$ cat src/rtl/pipe_pkg.sv
// pipe_pkg -- shared definitions for the pipeline stage register.
//   Control-field bit positions of the EX/MEM control word, and the default
//   widths used by pipe_stage_reg and pipe_skid.
package pipe_pkg;

  // EX/MEM control-field bit indices
  localparam int MEMTOREG = 0;
  localparam int REGWRITE = 1;
  localparam int MEMWRITE = 2;

  // Default widths: 3 control bits, 2x32-bit operands + 5-bit register address
  localparam int CTRL_W_DEF = 3;
  localparam int DATA_W_DEF = 69;
  localparam int CNT_W_DEF  = 16;

endpackage

$ cat src/rtl/pipe_skid.sv
// pipe_skid -- one-entry skid buffer: payload storage plus a valid flag.
//   clk, rst_n  : clock, async active-low reset (clears the valid flag only)
//   load        : capture in_ctrl/in_data and mark the entry valid
//   clr         : empty the entry (wins over load)
//   vld         : entry holds a beat (registered)
//   ctrl, data  : held payload
module pipe_skid
  import pipe_pkg::*;
#(
  parameter int CTRL_W = CTRL_W_DEF,
  parameter int DATA_W = DATA_W_DEF
) (
  input  logic              clk,
  input  logic              rst_n,
  input  logic              load,
  input  logic              clr,
  input  logic [CTRL_W-1:0] in_ctrl,
  input  logic [DATA_W-1:0] in_data,
  output logic              vld,
  output logic [CTRL_W-1:0] ctrl,
  output logic [DATA_W-1:0] data
);

  logic              vld_q, vld_d;
  logic [CTRL_W-1:0] ctrl_q, ctrl_d;
  logic [DATA_W-1:0] data_q, data_d;

  always_comb begin
    vld_d  = vld_q;
    ctrl_d = ctrl_q;
    data_d = data_q;
    if (clr)       vld_d = 1'b0;
    else if (load) vld_d = 1'b1;
    if (load) begin
      ctrl_d = in_ctrl;
      data_d = in_data;
    end
  end

  always_ff @(posedge clk or negedge rst_n) begin
    if (!rst_n) vld_q <= 1'b0;
    else        vld_q <= vld_d;
  end

  // Payload is only meaningful under vld_q, so it carries no reset.
  always_ff @(posedge clk) begin
    ctrl_q <= ctrl_d;
    data_q <= data_d;
  end

  assign vld  = vld_q;
  assign ctrl = ctrl_q;
  assign data = data_q;

endmodule

$ cat src/rtl/pipe_stage_reg.sv
// pipe_stage_reg -- valid/ready pipeline stage register (EX/MEM style).
//   clk, rst_n          : clock, async active-low reset
//   flush               : drop held and incoming beats
//   in_valid/in_ready   : upstream handshake, in_ctrl/in_data payload
//   out_valid/out_ready : downstream handshake, out_ctrl/out_data payload
//   stall_cnt           : saturating count of cycles with out_valid && !out_ready
// Build option PIPE_STAGE_REG_SKID_EN: adds a one-entry skid buffer so in_ready
// comes from a flop; otherwise in_ready = !out_valid || out_ready.
module pipe_stage_reg
  import pipe_pkg::*;
#(
  parameter int CTRL_W = CTRL_W_DEF,
  parameter int DATA_W = DATA_W_DEF,
  parameter int CNT_W  = CNT_W_DEF
) (
  input  logic              clk,
  input  logic              rst_n,
  input  logic              flush,
  input  logic              in_valid,
  output logic              in_ready,
  input  logic [CTRL_W-1:0] in_ctrl,
  input  logic [DATA_W-1:0] in_data,
  output logic              out_valid,
  input  logic              out_ready,
  output logic [CTRL_W-1:0] out_ctrl,
  output logic [DATA_W-1:0] out_data,
  output logic [CNT_W-1:0]  stall_cnt
);

  logic              vld_q, vld_d;
  logic [CTRL_W-1:0] ctrl_q, ctrl_d;
  logic [DATA_W-1:0] data_q, data_d;
  logic [CNT_W-1:0]  cnt_q, cnt_d;
  logic              slot_free;

  // Output register can take a new beat this edge.
  assign slot_free = !vld_q || out_ready;

`ifdef PIPE_STAGE_REG_SKID_EN
  logic              skid_vld, skid_load, skid_clr;
  logic [CTRL_W-1:0] skid_ctrl;
  logic [DATA_W-1:0] skid_data;

  pipe_skid #(.CTRL_W(CTRL_W), .DATA_W(DATA_W)) u_skid (
    .clk     (clk),
    .rst_n   (rst_n),
    .load    (skid_load),
    .clr     (skid_clr),
    .in_ctrl (in_ctrl),
    .in_data (in_data),
    .vld     (skid_vld),
    .ctrl    (skid_ctrl),
    .data    (skid_data)
  );

  assign in_ready = !skid_vld;

  // A parked beat always drains ahead of new input; while it is parked
  // in_ready is low, so no new beat competes for the output slot.
  always_comb begin
    vld_d     = vld_q;
    ctrl_d    = ctrl_q;
    data_d    = data_q;
    skid_load = 1'b0;
    skid_clr  = 1'b0;
    if (flush) begin
      vld_d    = 1'b0;
      ctrl_d   = '0;
      skid_clr = 1'b1;
    end else if (slot_free) begin
      if (skid_vld) begin
        vld_d    = 1'b1;
        ctrl_d   = skid_ctrl;
        data_d   = skid_data;
        skid_clr = 1'b1;
      end else begin
        vld_d  = in_valid;
        ctrl_d = in_valid ? in_ctrl : '0;
        if (in_valid) data_d = in_data;
      end
    end else if (in_valid && in_ready) begin
      skid_load = 1'b1;
    end
  end
`else
  assign in_ready = slot_free;

  always_comb begin
    vld_d  = vld_q;
    ctrl_d = ctrl_q;
    data_d = data_q;
    if (flush) begin
      vld_d  = 1'b0;
      ctrl_d = '0;
    end else if (slot_free) begin
      vld_d  = in_valid;
      ctrl_d = in_valid ? in_ctrl : '0;
      if (in_valid) data_d = in_data;
    end
  end
`endif

  // Stall counter saturates and ignores flush.
  always_comb begin
    cnt_d = cnt_q;
    if (vld_q && !out_ready && !(&cnt_q)) cnt_d = cnt_q + 1'b1;
  end

  always_ff @(posedge clk or negedge rst_n) begin
    if (!rst_n) begin
      vld_q  <= 1'b0;
      ctrl_q <= '0;
      cnt_q  <= '0;
    end else begin
      vld_q  <= vld_d;
      ctrl_q <= ctrl_d;
      cnt_q  <= cnt_d;
    end
  end

  always_ff @(posedge clk) begin
    data_q <= data_d;
  end

  assign out_valid = vld_q;
  // Bubbles present a zero control word so they never write.
  assign out_ctrl  = vld_q ? ctrl_q : '0;
  assign out_data  = data_q;
  assign stall_cnt = cnt_q;

endmodule

$ cat config.mk
export PLATFORM = sky130hd
export DESIGN_NAME = pipe_stage_reg
export DESIGN_NICKNAME = d
export VERILOG_FILES = /design/src/rtl/pipe_pkg.sv /design/src/rtl/pipe_skid.sv /design/src/rtl/pipe_stage_reg.sv
export SDC_FILE = /design/constraint.sdc
export NUM_CORES = 1
export LEC_CHECK = 0
export CORE_UTILIZATION = 40
export DETAILED_ROUTE_END_ITERATION = 6
export PLACE_DENSITY = 0.82
export SKIP_LAST_GASP = 1
export SYNTH_ARGS = -nofsm -noshare
export SYNTH_HDL_FRONTEND = slang
export SYNTH_SLANG_ARGS = --single-unit
$ cat constraint.sdc
create_clock -name clk -period 11.7 [get_ports clk]
set_input_delay 1.755 -clock clk [delete_from_list [all_inputs] [get_ports clk]]
set_output_delay 1.755 -clock clk [all_outputs]
set_load 0.05 [all_outputs]
== Word-level counts from Yosys, hierarchy flattened ==
Index checks and enable logic that the tools add are counted.
Word-level totals
  register bits after elaboration: 89
  bits in latches: 0
  memory bits (writable): 0
  bits in read-only memories: 0
  input bits: 77
  output and inout port bits: 90
  logic and storage cells: 21
  memories kept: 0
Cells by class
  add/sub/neg operators: 1
  $mul: 0
  divide/modulo/power cells: 0
  magnitude comparators: 0
  eq/ne operators: 0
  shifts and indexed selects: 0
  mux-type cells: 6
  bitwise operators: 1
  reductions and logical operators: 9
Operators with widths (number)
  $add 16x1->16 const B: 1
  $reduce_and 16->1: 1
  $mux 3: 4
  $logic_not 1->1: 3
  $reduce_and 3->1: 1
  $logic_and 1x1->1: 2
  $mux 1: 2
  $reduce_bool 2->1: 1
  $logic_or 1x1->1: 1
  $not 1->1: 1

== Depth between registers and ports, before layout ==
  word-level depth: 4
  gate-level depth with buffers: 5
  depth with buffers taken out: 5

== Worst setup path before layout ==
OpenSTA, ideal clock, no wires.
  kind: in2reg
  from: input out_ready
  to: register data_q[0] (netlist: out_data[0]), enable pin
  setup time: 0.596 ns
  arrival: 7.245 ns
  data required time: 11.104 ns
  slack: 3.858 ns
  stages: 3
  path buffers: 1
  cell sequence: and2b_1 clkbuf_1 nor3b_1
On the way
  word-level cells in the longest chain between the ends: 2
Ends and longest elaborated chain
  start: declaration: line pipe_stage_reg.sv:24  | input logic out_ready,
  $logic_or 1x1->1: line pipe_stage_reg.sv:37  | assign slot_free = !vld_q || out_ready;
  $reduce_and 3->1 (no source line)
  end signal: assignment: line pipe_stage_reg.sv:122  | data_q <= data_d;
  end: declaration: line pipe_stage_reg.sv:32  | logic [DATA_W-1:0] data_q, data_d;
Every way passes these cells.
A chain may end at the register's enable or synchronous reset.

== Worst setup path after layout ==
  from: input out_ready
  to: output in_ready
On the way
  word-level cells in the longest chain between the ends: 1
Ends and longest elaborated chain
  $logic_or 1x1->1: line pipe_stage_reg.sv:37
  end: declaration: line pipe_stage_reg.sv:20  | output logic in_ready,
Every way passes these cells.

==> flow_summary.json <==
{
  "ys.warnings.count": 0,
  "synthXorXnorAreaFrac_pct": 1.99,
  "final_cell_area_um2": 5100,
  "clkPwrFrac_pct": 31.2,
  "ant_nets": 0,
  "synth_seq_cells": 89,
  "power_frac_seq_pct": 48.7,
  "boundaryPins": 167,
  "syn2layout_area_growth_pct": 65.9,
  "crit_path_max_fanout": 15,
  "core_um2": 7330,
  "pwr-share-comb_pct": 20.1,
  "synth.distinct_cells": 30,
  "finish.net_count": 426,
  "clock_path_buffers": 2,
  "synthAdderAreaFrac_pct": 0.407,
  "row_count": 31,
  "fillers": 502,
  "synth_nets": 249,
  "port_buffers": 166,
  "root_buffer": "clkbuf_8",
  "synthFlopType": "edfxtp_1",
  "fmax_mhz": 188,
  "netlist.area_leader.share_pct": 67.4,
  "status": "finished, final reports clean",
  "drv_cap": 0,
  "async_reset_ff_share_pct": 22.5,
  "drive_gt1_share_pct": 6.53,
  "grt_pass1_wl_um": 11500,
  "hold_slack_ns": 0.525,
  "grt_overflow": 0,
  "switching_power_w": 0.000215,
  "finalSetupViolCount": 0,
  "ctsHoldBuffers": 0,
  "hold_violations": 0,
  "finalSetupTns_ns": 0,
  "p_leak_nw": 1.84,
  "start_util_pct": 42.0,
  "grtUsageTotal_pct": 20.1,
  "grt_pass1_vias": 1978,
  "drc": 0,
  "synthMuxAreaShare_pct": 1.42,
  "viasPerCell": 4.82,
  "gp_congestion": 0.893,
  "swShare_pct": 27.6,
  "postCtsSetupBuffers": 0,
  "syn_avg_cell_area_um2": 18.0,
  "worst_ep_required_time_ns": 9.95,
  "drt-initial-drc-count": 99,
  "total_power_w": 0.000781,
  "crit_arrival_ns": 3.55,
  "grt_max_degree": 70,
  "maxSlewViolCount": 0,
  "place_area_um2": 4870,
  "yosys.area_share.simple_pct": 9.15,
  "start_kind": "primary input",
  "die-area_um2": 8040,
  "clkTransAtPathRegs_ns": 0.08,
  "synth_edf_count": 69,
  "min_period_ns": 5.31,
  "tightest_slew_ns": 0.884,
  "chipHeight_um": 89.7,
  "diodes": 0,
  "power_density_nw_per_um2": 153,
  "cts_tree": "done",
  "clock_latency_ns": 0.34,
  "cts-resized-gates": 0,
  "synth.largest_area_cell": "edfxtp_1",
  "cts_buffers": 9,
  "worst_slack_ns": 6.39,
  "drtPass1Iterations": 4,
  "synth-compound-area-share_pct": 2.89,
  "routed_wirelength_um": 8170,
  "pre_cts_slack_ns": 6.40,
  "post_drt_wl_per_cell_um": 18.1,
  "synth_top_family_by_area": "simple AND/OR/NAND/NOR gates",
  "hp-class": "register to register",
  "num_vias": 2174,
  "rsz0062_at_grt": "false",
  "yosysSeqAreaShare_pct": 83.6,
  "synthTopCellsByArea": "edfxtp_1, dfrtp_1, nand3_1",
  "fin_crit_sh_pct": 45.4,
  "dp_hpwl_um": 6090,
  "crit_type": "primary input to output port",
  "worst_setup_path_end_kind": "output port",
  "antenna_found_initial": 0,
  "fp.dieW_um": 89.7,
  "fin_worst_skew_ns": 0.00576,
  "ir_drop_mv": 0.184,
  "synthCells": 171,
  "synth_area_um2": 3080,
  "clock_sinks": 89,
  "p_int_w": 0.000566,
  "relSlewSlack_pct": 40.9,
  "h-tree-depth": 3
}
[power by group through the flow]
stage | clock network, W | logic [W] | registers [W]
after floorplan | 0 | 0.0000211 | 0.000452
after global placement | 0 | 0.000154 | 0.000387
after detailed placement | 0 | 0.000157 | 0.000387
after CTS | 0.000248 | 0.000158 | 0.000381
after global routing | 0.000260 | 0.000166 | 0.000385
final | 0.000243 | 0.000157 | 0.000381
[state kept, by name (all words and copies together) (netlist names)]
register and count:
stall_cnt 16, out_valid 1, out_data 69, ctrl_q 3
[cells by family after synthesis]
kind of cell | Yosys count
flops | 89
simple gates | 52
compound gates | 14
xor+xnor | 7
buf+inv | 4
mux | 4
fa+ha+maj | 1
[cell usage after synthesis (2+ instances only)]
master,n
nand2_1,10
mux2_2,3
o21ai_0,3
a21oi_1,7
xor2_1,5
nand4_1,4
nor2_1,10
dfrtp_1,20
nand3_1,9
inv_1,3
o31ai_1,2
and2_1,4
edfxtp_1,69
nor4_1,2
nor3_1,4
xnor2_1,2
[critical path, cell delays in order]
cell             delay [ns]
clkdlybuf4s50_1        0.44
and2b_1                0.33
inv_1                  0.20
clkdlybuf4s50_1        0.83
[layout by cell type, fill, tap and decap left out, types with 2 or more instances in the layout]
cell type and count:
clkdlybuf4s50_1 166, edfxtp_1 69, dfrtp_1 20, nand2_1 10, nor2_1 10, nand3_1 9
clkbuf_8 9, a21oi_1 7, xor2_1 5, and2_1 4, nand4_1 4, nor3_1 4
inv_1 3, o21ai_0 3, mux2_2 3, bufinv_16 3, xnor2_1 2, nor4_1 2
o31ai_1 2
[per-stage QoR]
step	util (%)	cells
final	69.6	451
after global routing	69.6	451
after CTS	69.6	451
after detailed placement	66.4	436
after global placement	66.4	436
after floorplan	-	171
[area by class of cell]
class / count / area (um2) / share of cell area [%]
Clock inverter: 5 / 104 / 2.04
Sequential cell: 89 / 2570 / 50.4
Multi-Input combinational cell: 78 / 493 / 9.66
Inverter: 3 / 11.3 / 0.221
Timing Repair Buffer: 167 / 1670 / 32.7
Tap cell: 99 / 124 / 2.43
Clock buffer: 10 / 128 / 2.50
[path summary, 6_finish.rpt]
check	start	end	slack, ns	depth (start not counted)
max in group asynchronous	rst_n	stall_cnt[7]	9.24	1
max	out_ready	in_ready	6.39	4
min	ctrl_q[2]	ctrl_q[2]	0.52	2
min in group asynchronous	rst_n	stall_cnt[12]	1.92	1
min reg2reg	ctrl_q[2]	ctrl_q[2]	0.52	2
max reg2reg	out_valid	out_data[5]	9.64	3
[routing by layer]
| metal | GRT usage, % | share of wire [%] | vias to the layer above |
|---|---|---|---|
| met5 | 0 | 0 | - |
| met2 | 32.6 | 48 | 123 |
| met3 | 7.50 | 11 | 18 |
| met1 | 24.9 | 38 | 1029 |
| li1 | - | - | 1004 |
| met4 | 7.36 | 2.4 | 0 |
Power figures use the tool's default switching activity.
==> edit 1: new RTL, same flow settings <==
Change the package constant `DATA_W_DEF` from 69 to 61.
--- a/src/rtl/pipe_pkg.sv
+++ b/src/rtl/pipe_pkg.sv
@@ -12,3 +12,3 @@
   localparam int CTRL_W_DEF = 3;
-  localparam int DATA_W_DEF = 69;
+  localparam int DATA_W_DEF = 61;
   localparam int CNT_W_DEF  = 16;
Interface: changed (resized in_data and out_data); port bits go from 167 to 151. The function was not compared with the original's and may differ.
==> edit 1 against the original RTL <==
  * Total power is 4.9% lower
  * Synthesized area is 7.8% lower
  * Design area is 7.8% lower
  * Sequential cell count is 8 lower
  * Setup slack worse by 0.0094 ns
  * Synthesized cell count is 4.7% lower
  * Wire length is 3.4% lower
  * Highest routed layer unchanged
  * Non-clock buffer count is 16 lower
==> edit 1: results (changes against the original RTL) <==
Count of non-CTS buffers in the layout: 151 (was 167)
Data arrival time of the critical path: 3.56 ns (was 3.55 ns)
Port bufs: 150 (was 166)
Syn_area_per_cell: 17.4 sq um (was 18.0 sq um)
Synth async-reset ratio: 0.247 (was 0.225)
Primary FF master, synth: edfxtp_1 (unchanged)
#MultiIn Comb: 78 (unchanged)
Largest register FFs: 61 (was 69)
Worst reg2reg path endpoint: out_data[16]$_DFFE_PP_ (was out_data[5]$_DFFE_PP_)
Final non-clock buffer share: 0.321 (was 0.327)
Placer Congestion: 0.860 (was 0.893)
Fin cells: 424 (was 451)
Hold Slack: 0.503 ns (was 0.525 ns)
Hold Path Origin: stall_cnt[15]$_DFFE_PN0P_ (was ctrl_q[2]$_DFFE_PN0P_)
Post-synth EDFFs: 61 (was 69)
Synth top cells by count: 61 x edfxtp_1, 20 x dfrtp_1, 10 x nand2_1, 10 x nor2_1, 9 x nand3_1 (was 69 x edfxtp_1, 20 x dfrtp_1, 10 x nand2_1, 10 x nor2_1, 9 x nand3_1)
Vias in the first global route: 2043 (was 1978)
Fraction of area in clock buffers and inverters: 0.0508 (was 0.0454)
Reg area: 0.00233 sq mm (was 0.00257 sq mm)
Util after Layout: 0.689 (was 0.696)
R2R Setup Slk: 9.69 ns (was 9.64 ns)
All-Layer GR Usage: 0.217 (was 0.201)
Synth Instances: 163 (was 171)
DR iter-0 viols: 89 (was 99)
Pin count of the biggest net entering global routing: 62 (was 70)
FF+latch count: 81 (was 89)
Setup WS post-layout: 6.38 ns (was 6.39 ns)
Lkg Pwr: 1.71 nW (was 1.84 nW)
VDD IR-drop max: 0.138 mV (was 0.184 mV)
Depth of the CTS H-tree: 3 (unchanged)
Overall Power: 0.743 mW (was 0.781 mW)
Post-CTS setup buffers: 0 (unchanged)
Vias: 2074 (was 2174)
Slew margin rel.: 0.410 (was 0.409)
Status: finished clean (unchanged)
Placed cell count: 409 (was 436)
Worst Hold Path EP: stall_cnt[15]$_DFFE_PN0P_ (was ctrl_q[2]$_DFFE_PN0P_)
HPWL after DPL: 5730 microns (was 6090 microns)
Nets: 394 (was 426)
CP max FO: 15 (unchanged)
Top cells by area, synth: edfxtp_1 65%, dfrtp_1 18%, nand3_1 1.6% (was edfxtp_1 67%, dfrtp_1 16%, nand3_1 1.5%)
First-pass GRT wire length: 11600 microns (was 11500 microns)
Synth Net Count: 233 (was 249)
Area after DPL: 0.00447 sq mm (was 0.00487 sq mm)
Fillers: 506 (was 502)
Seq/Total Area, Yosys: 0.823 (was 0.836)
Layout cell share with drive strength beyond 1: 0.0732 (was 0.0653)
Post-placement setup slack: 6.37 ns (was 6.40 ns)
Clock Skew: 0.00648 ns (was 0.00576 ns)
WHS Path Cells: 1 (was 2)
Final WL: 7900 microns (was 8170 microns)
[edit 1: cell types whose count changed in the layout (fill, tap and decap cells not counted), sizes merged]
cell	unedited run	this run
clkdlybuf4s50	166	150
edfxtp	69	61
clkbuf	10	9
clkinv	1	0
clkinvlp	0	1
inv	4	5
[edit 1: cells by family (layout without fill, tap and decap cells)]
kind of cell | count (synthesis) | after routing | synth area share
compound gates | 14 | 14 | 0.0313
xor+xnor | 7 | 7 | 0.0216
fa+ha+maj | 1 | 1 | 0.00441
buf+inv | 4 | 169 | 0.00529
flops | 81 | 81 | 0.823
mux | 4 | 4 | 0.0154
simple gates | 52 | 52 | 0.0993
[edit 1: metal layers]
metal	global-route usage	routed length [microns]
met1	0.233	2840
met2	0.383	4110
met3	0.0848	788
met4	0.0864	155
met5	0	0
[edit 1: power breakdown]
part           leakage, nW  switching [mW]  internal [mW]
clock network        0.116           0.103          0.142
logic                0.763          0.0902         0.0575
registers            0.826          0.0200          0.330
==> edit 2: new RTL, same flow settings <==
Made on the original files. Register the output `stall_cnt` once more, with the module's reset; this adds one clock of latency there. The other outputs are not delayed to match. Comments in the files are not updated.
--- a/src/rtl/pipe_stage_reg.sv
+++ b/src/rtl/pipe_stage_reg.sv
@@ -128,3 +128,9 @@
   assign out_data  = data_q;
-  assign stall_cnt = cnt_q;
+  always_ff @(posedge clk or negedge rst_n) begin
+    if (!rst_n) begin
+      stall_cnt <= '0;
+    end else begin
+      stall_cnt <= cnt_q;
+    end
+  end
 
Formal check against the unedited RTL: not equivalent (Yosys sat finds a counterexample within 4 cycles, from zero or initial values and one cycle with rst_n low).
==> edit 2 against the original RTL <==
  * Total power rose by 4.5%
  * Synthesized area increased by 11%
  * Setup slack improved by 0.015 ns
  * Register-to-register slack better by 0.04 ns
  * Clock power down 9.5%
  * Wire length is 5.8% higher
  * Sequential cell count increased by 16
  * Sequential share of layout area rose by 4.6 points
  * Design area up 5.8%
  * Largest power group unchanged
==> edit 2: results (changes against the original RTL) <==
Status: finished clean (unchanged)
R2R cell count: 5 (was 3)
Lkg Pwr: 2.00 nW (was 1.84 nW)
Synth top cells by count: 69 x edfxtp_1, 36 x dfrtp_1, 11 x nand2_1, 11 x xnor2_1, 9 x nand3_1 (was 69 x edfxtp_1, 20 x dfrtp_1, 10 x nand2_1, 10 x nor2_1, 9 x nand3_1)
WL met2: 4380 microns (was 3910 microns)
Max stage delay on crit path: 0.77 ns (was 0.83 ns)
Worst reg2reg path endpoint: cnt_q[12]$_DFFE_PN0P_ (was out_data[5]$_DFFE_PP_)
Number of library cell types mapped by synthesis: 21 (was 30)
Clock Latency Late Sink: 0.37 ns (was 0.34 ns)
Clock Skew: 0.00929 ns (was 0.00576 ns)
DR iter-0 viols: 92 (was 99)
Deepest clock path buffer count: 2 (unchanged)
Placed cell count: 446 (was 436)
Routed WL per cell: 18.7 microns (was 18.1 microns)
Synth Instances: 175 (was 171)
CTS buffer count: 9 (unchanged)
Nets: 430 (was 426)
Uppermost layer routed: met4 (unchanged)
Post-placement setup slack: 6.41 ns (was 6.40 ns)
Internal Pwr Total: 0.587 mW (was 0.566 mW)
Hold Slack: 0.444 ns (was 0.525 ns)
WHS Path Cells: 0 (was 2)
Hold buffer count at CTS: 0 (unchanged)
R2R Setup Slk: 9.68 ns (was 9.64 ns)
Slew margin rel.: 0.425 (was 0.409)
Met2 usage: 0.334 (was 0.326)
All-Layer GR Usage: 0.194 (was 0.201)
Drt pass-1 iters: 4 (unchanged)
Hold Path Origin: cnt_q[15]$_DFFE_PN0P_ (was ctrl_q[2]$_DFFE_PN0P_)
VDD IR-drop max: 0.108 mV (was 0.184 mV)
Root Buffer: clkbuf_8 (unchanged)
Seq/Total Area, Yosys: 0.874 (was 0.836)
Met1 Resource Use GR: 0.209 (was 0.249)
First-pass GRT wire length: 12100 microns (was 11500 microns)
HPWL after DPL: 6300 microns (was 6090 microns)
Area after DPL: 0.00521 sq mm (was 0.00487 sq mm)
Synth Net Count: 253 (was 249)
Top cells by area, synth: edfxtp_1 61%, dfrtp_1 26%, xnor2_1 2.8% (was edfxtp_1 67%, dfrtp_1 16%, nand3_1 1.5%)
Met3 Usage GRT: 0.0858 (was 0.0750)
Placer Congestion: 0.774 (was 0.893)
Metal-1 WL: 3160 microns (was 3130 microns)
Final WL: 8650 microns (was 8170 microns)
CP max FO: 7 (was 15)
Data arrival time of the critical path: 3.54 ns (was 3.55 ns)
Synth async-reset ratio: 0.343 (was 0.225)
Worst Hold Path EP: stall_cnt[15]$_DFF_PN0_ (was ctrl_q[2]$_DFFE_PN0P_)
Met3 routed WL: 981 microns (was 938 microns)
DR vias/cell: 4.61 (was 4.82)
Layout cell share with drive strength beyond 1: 0.0532 (was 0.0653)
-- edit 2: power groups by stage --
| stage | clock network, mW | registers (mW) | logic (mW) |
|---|---|---|---|
| 3_5_place_dp | 0 | 0.451 | 0.154 |
| 6_report | 0.220 | 0.443 | 0.153 |
| 3_3_place_gp | 0 | 0.450 | 0.152 |
| 2_1_floorplan | 0 | 0.515 | 0.0198 |
| 5_1_grt | 0.237 | 0.447 | 0.160 |
| 4_1_cts | 0.224 | 0.443 | 0.155 |
-- edit 2: layout make-up --
| cell class | count | area [sq um] |
|---|---|---|
| sequential | 105 | 2970 |
| fill | 573 | 2820 |
| timing repair buffer | 168 | 1680 |
| multi-input combinational | 67 | 422 |
| tap | 105 | 131 |
| clock buffer | 10 | 128 |
| clock inverter | 6 | 65.1 |
| inverter | 1 | 3.75 |
-- edit 2: cells by family (layout without fill, tap and decap cells) --
| group | after synthesis | count (layout) | share of synthesized area |
|---|---|---|---|
| XOR/XNOR | 14 | 14 | 0.0360 |
| adder cells (fa/ha/maj) | 1 | 1 | 0.00368 |
| AND/OR/NAND/NOR | 46 | 46 | 0.0684 |
| flip-flops | 105 | 105 | 0.874 |
| multiplexers | 2 | 2 | 0.00662 |
| buffers and inverters | 3 | 185 | 0.00404 |
| AO/OA/AOI/OAI | 4 | 4 | 0.00772 |
-- edit 2: how the worst max path moves through the flow --
| stage | slack (ns) | depth (start not counted) | end | start |
|---|---|---|---|---|
| 2_1_floorplan | 4.14 | 3 | out_data[0]$_DFFE_PP_ | out_ready |
| 3_3_place_gp | 6.46 | 4 | in_ready | out_ready |
| 3_5_place_dp | 6.41 | 4 | in_ready | out_ready |
| 4_1_cts | 6.41 | 4 | in_ready | out_ready |
| 5_1_grt | 6.30 | 4 | in_ready | out_ready |
| 6_report | 6.41 | 4 | in_ready | out_ready |
